`config.mk`:
```
export PLATFORM = sky130hd
export DESIGN_NAME = mem_access
export DESIGN_NICKNAME = d
export VERILOG_FILES = /design/src/rtl/mem_access_pkg.sv /design/src/rtl/dff.sv /design/src/rtl/mem_wait_timer.sv /design/src/rtl/mem_access.sv
export SDC_FILE = /design/constraint.sdc
export NUM_CORES = 1
export LEC_CHECK = 0
export CELL_PAD_IN_SITES_DETAIL_PLACEMENT = 0
export CELL_PAD_IN_SITES_GLOBAL_PLACEMENT = 1
export CORE_UTILIZATION = 36
export CTS_CLUSTER_SIZE = 12
export DETAILED_ROUTE_END_ITERATION = 8
export HOLD_SLACK_MARGIN = 0.08
export PLACE_DENSITY_LB_ADDON = 0.25
export SYNTH_ARGS = -nofsm -noshare
export SYNTH_HDL_FRONTEND = slang
export SYNTH_HIERARCHICAL = 1
export SYNTH_SLANG_ARGS = --single-unit
```
`constraint.sdc`:
```
create_clock -name clk -period 3 [get_ports clk]
set_input_delay 0.45 -clock clk [delete_from_list [all_inputs] [get_ports clk]]
set_output_delay 0.45 -clock clk [all_outputs]
set_load 0.005 [all_outputs]
```
`src/rtl/mem_access_pkg.sv`:
```
`default_nettype none
// ============================================================================
// Module   : mem_access_pkg
// Brief    : Shared types for the memory-access stage: FSM state encoding,
//            MEM pipeline register layout and the memop decode helper.
// Revision : 1.0 - initial release
// ============================================================================
package mem_access_pkg;

    // Width of the bus wait counter; holds TIMEOUT values up to 255.
    localparam int TIMER_W = 8;

    typedef enum logic [1:0] {
        ST_IDLE  = 2'd0,
        ST_WAIT  = 2'd1,
        ST_DRAIN = 2'd2
    } state_t;

    // Everything the stage hands to write-back, registered as one word.
    typedef struct packed {
        logic [31:0] result;
        logic [31:0] read_data;
        logic [4:0]  write_reg;
        logic        reg_write;
        logic        mem_to_reg;
        logic        bus_err;
    } mem_out_t;

    // An instruction touches data memory if it loads or stores.
    function automatic logic is_memop(input logic mem_to_reg, input logic mem_write);
        return mem_to_reg | mem_write;
    endfunction

endpackage
`default_nettype wire

```
`src/rtl/dff.sv`:
```
`default_nettype none
// ============================================================================
// Module   : dff
// Brief    : Core flop primitive: WIDTH-bit register, asynchronous active-low
//            reset to zero.
// Revision : 1.0 - initial release
// ============================================================================
module dff #(
    parameter int WIDTH = 1
) (
    input  logic             clk,
    input  logic             reset_n,
    input  logic [WIDTH-1:0] d,
    output logic [WIDTH-1:0] q
);

    // Plain register, cleared by reset.
    always_ff @(posedge clk or negedge reset_n) begin
        if (!reset_n) q <= '0;
        else          q <= d;
    end

endmodule
`default_nettype wire

```
`src/rtl/mem_wait_timer.sv`:
```
`default_nettype none
// ============================================================================
// Module   : mem_wait_timer
// Brief    : Counts cycles an outstanding bus access has waited; raises
//            expire when the count reaches TIMEOUT.
// Revision : 1.0 - initial release
// ============================================================================
module mem_wait_timer
    import mem_access_pkg::*;
#(
    parameter int TIMEOUT = 255
) (
    input  logic clk,
    input  logic reset_n,
    input  logic clear,
    input  logic start,
    input  logic enable,
    output logic expire
);

    logic [TIMER_W-1:0] count;

    // Clear wins over start, start (load 1) wins over increment.
    always_ff @(posedge clk or negedge reset_n) begin
        if (!reset_n)    count <= '0;
        else if (clear)  count <= '0;
        else if (start)  count <= TIMER_W'(1);
        else if (enable) count <= count + TIMER_W'(1);
    end

    assign expire = (count == TIMER_W'(TIMEOUT));

endmodule
`default_nettype wire

```
`src/rtl/mem_access.sv`:
```
`default_nettype none
// ============================================================================
// Module   : mem_access
// Brief    : MIPS memory-access stage. Issues loads/stores on a req/ack data
//            bus, stalls the core while an access is outstanding, drains a
//            flushed access, and flags misaligned or timed-out accesses.
// Revision : 1.0 - initial release
// ============================================================================
module mem_access
    import mem_access_pkg::*;
#(
    parameter int TIMEOUT = 255
) (
    input  logic        clk,
    input  logic        reset_n,
    input  logic        flush,
    input  logic [31:0] Result_EX,
    input  logic [31:0] WrDat_EX,
    input  logic [4:0]  WriteReg_EX,
    input  logic        RegWrite_EX,
    input  logic        MemToReg_EX,
    input  logic        MemWrite_EX,
    output logic        dmem_req,
    output logic        dmem_we,
    output logic [31:0] dmem_addr,
    output logic [31:0] dmem_wdata,
    input  logic        dmem_ack,
    input  logic [31:0] dmem_rdata,
    output logic [31:0] Result_MEM,
    output logic [31:0] ReadData_MEM,
    output logic [4:0]  WriteReg_MEM,
    output logic        RegWrite_MEM,
    output logic        MemToReg_MEM,
    output logic        Stall_MEM,
    output logic        BusErr_MEM
);

    state_t      state;
    logic [31:0] h_addr;
    logic [31:0] h_wdata;
    logic [4:0]  h_wreg;
    logic        h_we;
    logic        h_regwrite;
    logic        h_memtoreg;

    logic        memop;
    logic        aligned;
    logic        busy;
    logic        issue;
    logic        expire;
    logic        stall;
    logic        tmr_clear;
    logic        tmr_start;
    logic        tmr_enable;
    mem_out_t    mem_d;
    mem_out_t    mem_q;

    assign memop   = is_memop(MemToReg_EX, MemWrite_EX);
    assign aligned = (Result_EX[1:0] == 2'b00);
    assign busy    = (state != ST_IDLE);
    // A new access starts only from IDLE; flush suppresses it.
    assign issue   = (state == ST_IDLE) && memop && aligned && !flush;

    // Once busy, the bus is driven from the holding registers so it stays
    // stable regardless of what EX presents or whether flush arrives.
    assign dmem_req   = reset_n && (issue || busy);
    assign dmem_we    = busy ? h_we    : (issue && MemWrite_EX);
    assign dmem_addr  = busy ? h_addr  : (issue ? Result_EX : 32'h0);
    assign dmem_wdata = busy ? h_wdata : (issue ? WrDat_EX  : 32'h0);

    assign tmr_start  = issue && !dmem_ack;
    assign tmr_clear  = busy && (dmem_ack || expire);
    assign tmr_enable = busy && !dmem_ack && !expire;

    mem_wait_timer #(
        .TIMEOUT (TIMEOUT)
    ) u_timer (
        .clk     (clk),
        .reset_n (reset_n),
        .clear   (tmr_clear),
        .start   (tmr_start),
        .enable  (tmr_enable),
        .expire  (expire)
    );

    // Stall while the access is outstanding; a drain stalls through its
    // final cycle so whatever sits in EX is not skipped.
    always_comb begin
        case (state)
            ST_IDLE:  stall = issue && !dmem_ack;
            ST_WAIT:  stall = !dmem_ack && !expire;
            ST_DRAIN: stall = 1'b1;
            default:  stall = 1'b0;
        endcase
    end

    assign Stall_MEM = reset_n && stall;

    // Next value of the MEM registers: bubble by default, real results on
    // completion, flush clears everything.
    always_comb begin
        mem_d            = mem_q;
        mem_d.reg_write  = 1'b0;
        mem_d.mem_to_reg = 1'b0;
        mem_d.bus_err    = 1'b0;
        case (state)
            ST_IDLE: begin
                if (!memop) begin
                    mem_d.result    = Result_EX;
                    mem_d.write_reg = WriteReg_EX;
                    mem_d.reg_write = RegWrite_EX;
                end else if (!aligned) begin
                    mem_d.bus_err = 1'b1;
                end else if (dmem_ack) begin
                    mem_d.result     = Result_EX;
                    mem_d.write_reg  = WriteReg_EX;
                    mem_d.reg_write  = RegWrite_EX && !MemWrite_EX;
                    mem_d.mem_to_reg = MemToReg_EX && !MemWrite_EX;
                    if (!MemWrite_EX) mem_d.read_data = dmem_rdata;
                end
            end
            ST_WAIT: begin
                if (dmem_ack) begin
                    mem_d.result     = h_addr;
                    mem_d.write_reg  = h_wreg;
                    mem_d.reg_write  = h_regwrite && !h_we;
                    mem_d.mem_to_reg = h_memtoreg && !h_we;
                    if (!h_we) mem_d.read_data = dmem_rdata;
                end else if (expire) begin
                    mem_d.bus_err = 1'b1;
                end
            end
            default: begin
            end
        endcase
        if (flush) mem_d = '0;
    end

    dff #(
        .WIDTH ($bits(mem_out_t))
    ) u_mem_regs (
        .clk     (clk),
        .reset_n (reset_n),
        .d       (mem_d),
        .q       (mem_q)
    );

    assign Result_MEM   = mem_q.result;
    assign ReadData_MEM = mem_q.read_data;
    assign WriteReg_MEM = mem_q.write_reg;
    assign RegWrite_MEM = mem_q.reg_write;
    assign MemToReg_MEM = mem_q.mem_to_reg;
    assign BusErr_MEM   = mem_q.bus_err;

    // Access FSM and holding registers for the in-flight bus transaction.
    always_ff @(posedge clk or negedge reset_n) begin
        if (!reset_n) begin
            state      <= ST_IDLE;
            h_addr     <= 32'h0;
            h_wdata    <= 32'h0;
            h_wreg     <= 5'h0;
            h_we       <= 1'b0;
            h_regwrite <= 1'b0;
            h_memtoreg <= 1'b0;
        end else begin
            case (state)
                ST_IDLE: begin
                    if (issue && !dmem_ack) begin
                        state      <= ST_WAIT;
                        h_addr     <= Result_EX;
                        h_wdata    <= WrDat_EX;
                        h_wreg     <= WriteReg_EX;
                        h_we       <= MemWrite_EX;
                        h_regwrite <= RegWrite_EX;
                        h_memtoreg <= MemToReg_EX;
                    end
                end
                ST_WAIT: begin
                    if (dmem_ack || expire) state <= ST_IDLE;
                    else if (flush)         state <= ST_DRAIN;
                end
                ST_DRAIN: begin
                    if (dmem_ack || expire) state <= ST_IDLE;
                end
                default: state <= ST_IDLE;
            endcase
        end
    end

endmodule
`default_nettype wire
```
==> metrics.md <==
| Metric | Value |
|---|---|
| Result of the run | finished clean |
| Share of the clock period used by the worst path | 97.0% |
| Xor and xnor fraction of the mapped netlist area | 0.452% |
| Slew Limit Headroom | 39.8% |
| Full die area | 22100 um^2 |
| Proportion of layout cells with a drive suffix above 1 | 15.5% |
| DRT antenna net count | 0 |
| Number of levels in the clock H-tree | 4 |
| Clock slew at the register clock pins of the worst setup and hold paths | 0.06 ns |
| Area fraction of the dominant cell type after synthesis | 49.7% |
| Iteration-0 DRC Markers | 481 |
| Clock tree from TritonCTS | built |
| Cells along the critical path | or3_4 > nor4_4 > buf_4 > a22o_1 > clkdlybuf4s50_1 |
| Root Buffer | sky130_fd_sc_hd__clkbuf_16 |
| Remaining global-route overflow | 0 |
| Simple-Gate Fraction of Synth Area | 12.5% |
| Port buffer count | 246 |
| Minimum clock period | 2.91 ns |
| Initial cell density of the core | 36.8% |
| Number of detailed-routing iterations run before antenna repair | 4 |
| Count of buffering cells on the critical path with inverters included | 2 |
| Setup crit start kind | register |
| Y dimension of the die | 149 um |
| Number of synthesized flops with an enable pin | 0 |
| Most common cell after layout, fill and taps aside | sky130_fd_sc_hd__clkdlybuf4s50_1 |
| Total track usage | 21.6% |
| Cell area after synthesis | 7750 um^2 |
| Reg2reg end | u_timer/count[7] |
| Commonest cells after routing, fill and taps aside | 218 x sky130_fd_sc_hd__clkdlybuf4s50_1, 153 x sky130_fd_sc_hd__dfrtp_1, 87 x sky130_fd_sc_hd__nand2_1, 64 x sky130_fd_sc_hd__a22o_1, 62 x sky130_fd_sc_hd__a21oi_1 |
| Stage delay of the slowest cell on the critical path | 0.51 ns |
| Number of setup buffers added after CTS | 0 |
| Synth async-reset ratio | 100% |
| Complex-gate fraction of the synthesized area | 21.0% |
| Number of global-route vias before repair | 6740 |
| CP arrival | 2.46 ns |
| Sequential element share of the synthesized area | 49.7% |
| Antenna violations before repair | 1 |
| Worst setup path startpoint | state[0] |
| Die boundary width | 149 um |
| Routability cong. | 0.738 |
| Post-Synthesis Cells | 731 |
| Mux contribution to synthesized area | 11.2% |
| Cell with the largest stage delay on the worst path | sky130_fd_sc_hd__clkdlybuf4s50_1 |
| Setup slack of the most critical reg-to-reg path | 0.67 ns |
| NumNets Final | 1068 |
| Max Fclk | 344 MHz |
| Layout-stage area growth over the synthesis result | 45.5% |
| Max-slew violation count | 0 |
| Count of cell instances traversed by the critical path | 5 |
| Wire length of the first global-routing pass | 37100 um |
| Mean number of vias per cell | 5.35 |
| Final Setup Violations | 0 |
| Number of distinct library cells after synthesis | 47 |
| Count of boundary I/O pins | 247 |
| Leakage power | 5.10 nW |
| Post-synthesis register bit count | 154 |
| Placed cell count | 1212 |
| Share of synthesized cell area in full adder, half adder and majority cells | 0.161% |
| HP Class | primary input to asynchronous set/reset pin |
| Standard-cell row count | 53 |
| Number of buffers between clock root and the deepest sink | 2 |
| Number of vias after detailed routing | 6674 |
| Max VDD drop | 0.386 mV |
| Peak fanout along the critical path | 23 |
| Sum of routed wire length over all layers | 23800 um |
| Power per cell area | 517 nW/um^2 |
| Synth warnings | 6 |
| Number of cells in the finished layout apart from fillers | 1247 |
| Kind of end point of the critical path | output port |
| TritonCTS buffer count | 17 |
| Logic depth of the worst register-to-register path | 8 |
| Largest net degree at the start of global routing | 78 |
| Average size of a mapped cell | 10.6 um^2 |
| Number of remaining DRC errors | 0 |
| Number of clock sinks seen by CTS | 154 |
| Endpoint of the most critical setup path | dmem_addr[2] |
| Largest family of logic cells by synthesized area | compound AO/OA/AOI/OAI gates |
| Worst setup path category | register to output port |
| Detailed placement HPWL | 14700 um |
| Area contributors post-synth | sky130_fd_sc_hd__dfrtp_1 50%, sky130_fd_sc_hd__mux2_2 7.6%, sky130_fd_sc_hd__a22o_1 7.2% |
| Placeable core region | 21100 um^2 |
| RSZ-0062 raised after global routing | yes |
| Worst Skew | 0.00994 ns |
| Clock insertion delay at the later pin of the skew report | 0.42 ns |
| Total design power | 0.00584 W |
| Count of max-cap constraint violations | 0 |
| Critical path data required time | 2.55 ns |
| Routed wire per std cell | 19.1 um |
| Final Hold Violating Endpoints | 0 |
| Syn Nets | 840 |
| Top Family by Delay on Critical Path | buffers and inverters |
| Transition time at the pin with the least slew margin | 0.904 ns |
| Leading area contributor after synthesis | sky130_fd_sc_hd__dfrtp_1 |
| Dominant register cell in the synthesized netlist | sky130_fd_sc_hd__dfrtp_1 |
| Reg-to-Reg Start | state[1] |
| Antenna Cells | 0 |
## sequential cells by signal, indices dropped and copies added, names as in the netlist
register / flops
h_wreg: 5
h_addr: 32
state: 2
u_mem_regs/q: 72
u_timer/count: 8
h_regwrite: 1
h_we: 1
h_memtoreg: 1
h_wdata: 32
## where the power goes
part           leakage [nW]  total [W]  switching (W)  internal (W)
combinational          2.81    0.00109       0.000429      0.000660
clock                 0.291    0.00216       0.000884       0.00128
sequential             1.99    0.00258       0.000216       0.00237
## repair_timing
item,in CTS,in global routing
pin swaps,2,2
endpoints found under the setup margin,60,40
resized for setup,1,30
hold buffers,1,0
hold endpoints to repair,32,0
gates cloned,0,2
## routing by layer
| metal | wire length [um] | track usage [%] |
|---|---|---|
| met3 | 1670 | 5.99 |
| met4 | 290 | 6.12 |
| met2 | 11400 | 34.5 |
| met1 | 10500 | 28.5 |
| met5 | 13 | 0 |
## worst reg2reg max path, stage by stage, from the launching register on
cell,delay (ns)
sky130_fd_sc_hd__dfrtp_2,0.36
sky130_fd_sc_hd__buf_4,0.57
sky130_fd_sc_hd__nor2_1,0.15
sky130_fd_sc_hd__buf_4,0.20
sky130_fd_sc_hd__nor3_1,0.15
sky130_fd_sc_hd__buf_4,0.19
sky130_fd_sc_hd__nand4_4,0.13
sky130_fd_sc_hd__or3_1,0.36
sky130_fd_sc_hd__a21oi_1,0.15
## metrics by stage
step                cell area, um^2  setup WS, ns  hold WS, ns  util [%]  setup TNS (ns)
finish                        11300        0.0901        0.490      53.5               0
floorplan                      7750         0.711        0.154         -               0
detailed placement            10500        0.0764        0.369      50.0               0
CTS                           11200        0.0337        0.493      52.9               0
global route                  11300       -0.0189        0.513      53.5          -0.138
global placement              10500         0.108        0.371      50.0               0
## synthesized netlist by cell type (all sizes together), types with 12 or more instances
cell type    n
dfrtp      154
a21oi       63
a22o        64
a31oi       12
o21ai       29
nand3       24
o22ai       12
inv         13
a311o       23
buf         20
nand2       87
nor2        14
nand3b      12
a221o       12
and3        19
mux2        70
clkbuf      52
## area by class of cell
| type | count | area [um^2] |
|---|---|---|
| clock buffer | 20 | 457 |
| clock inverter | 12 | 139 |
| fill | 1878 | 9800 |
| inverter | 13 | 48.8 |
| multi-input combinational | 492 | 3540 |
| sequential | 154 | 3850 |
| tap | 275 | 344 |
| timing repair buffer | 281 | 2900 |
## cells by family after synthesis
logic type / Yosys count
simple gates: 190
flops: 154
fa+ha+maj: 1
xor+xnor: 4
buf+inv: 85
compound gates: 226
mux: 71
## worst min-delay path by stage
| stage | depth (start not counted) | from | endpoint | slack, ns |
|---|---|---|---|---|
| 2_1_floorplan | 0 | reset_n | h_addr[0] | 0.15 |
| 3_3_place_gp | 1 | reset_n | u_mem_regs/q[59] | 0.37 |
| 6_report | 2 | reset_n | u_mem_regs/q[59] | 0.49 |
| 5_1_grt | 2 | reset_n | u_mem_regs/q[59] | 0.51 |
| 4_1_cts | 2 | reset_n | u_mem_regs/q[59] | 0.49 |
| 3_5_place_dp | 1 | reset_n | u_mem_regs/q[59] | 0.37 |
Power figures use the tool's default switching activity.
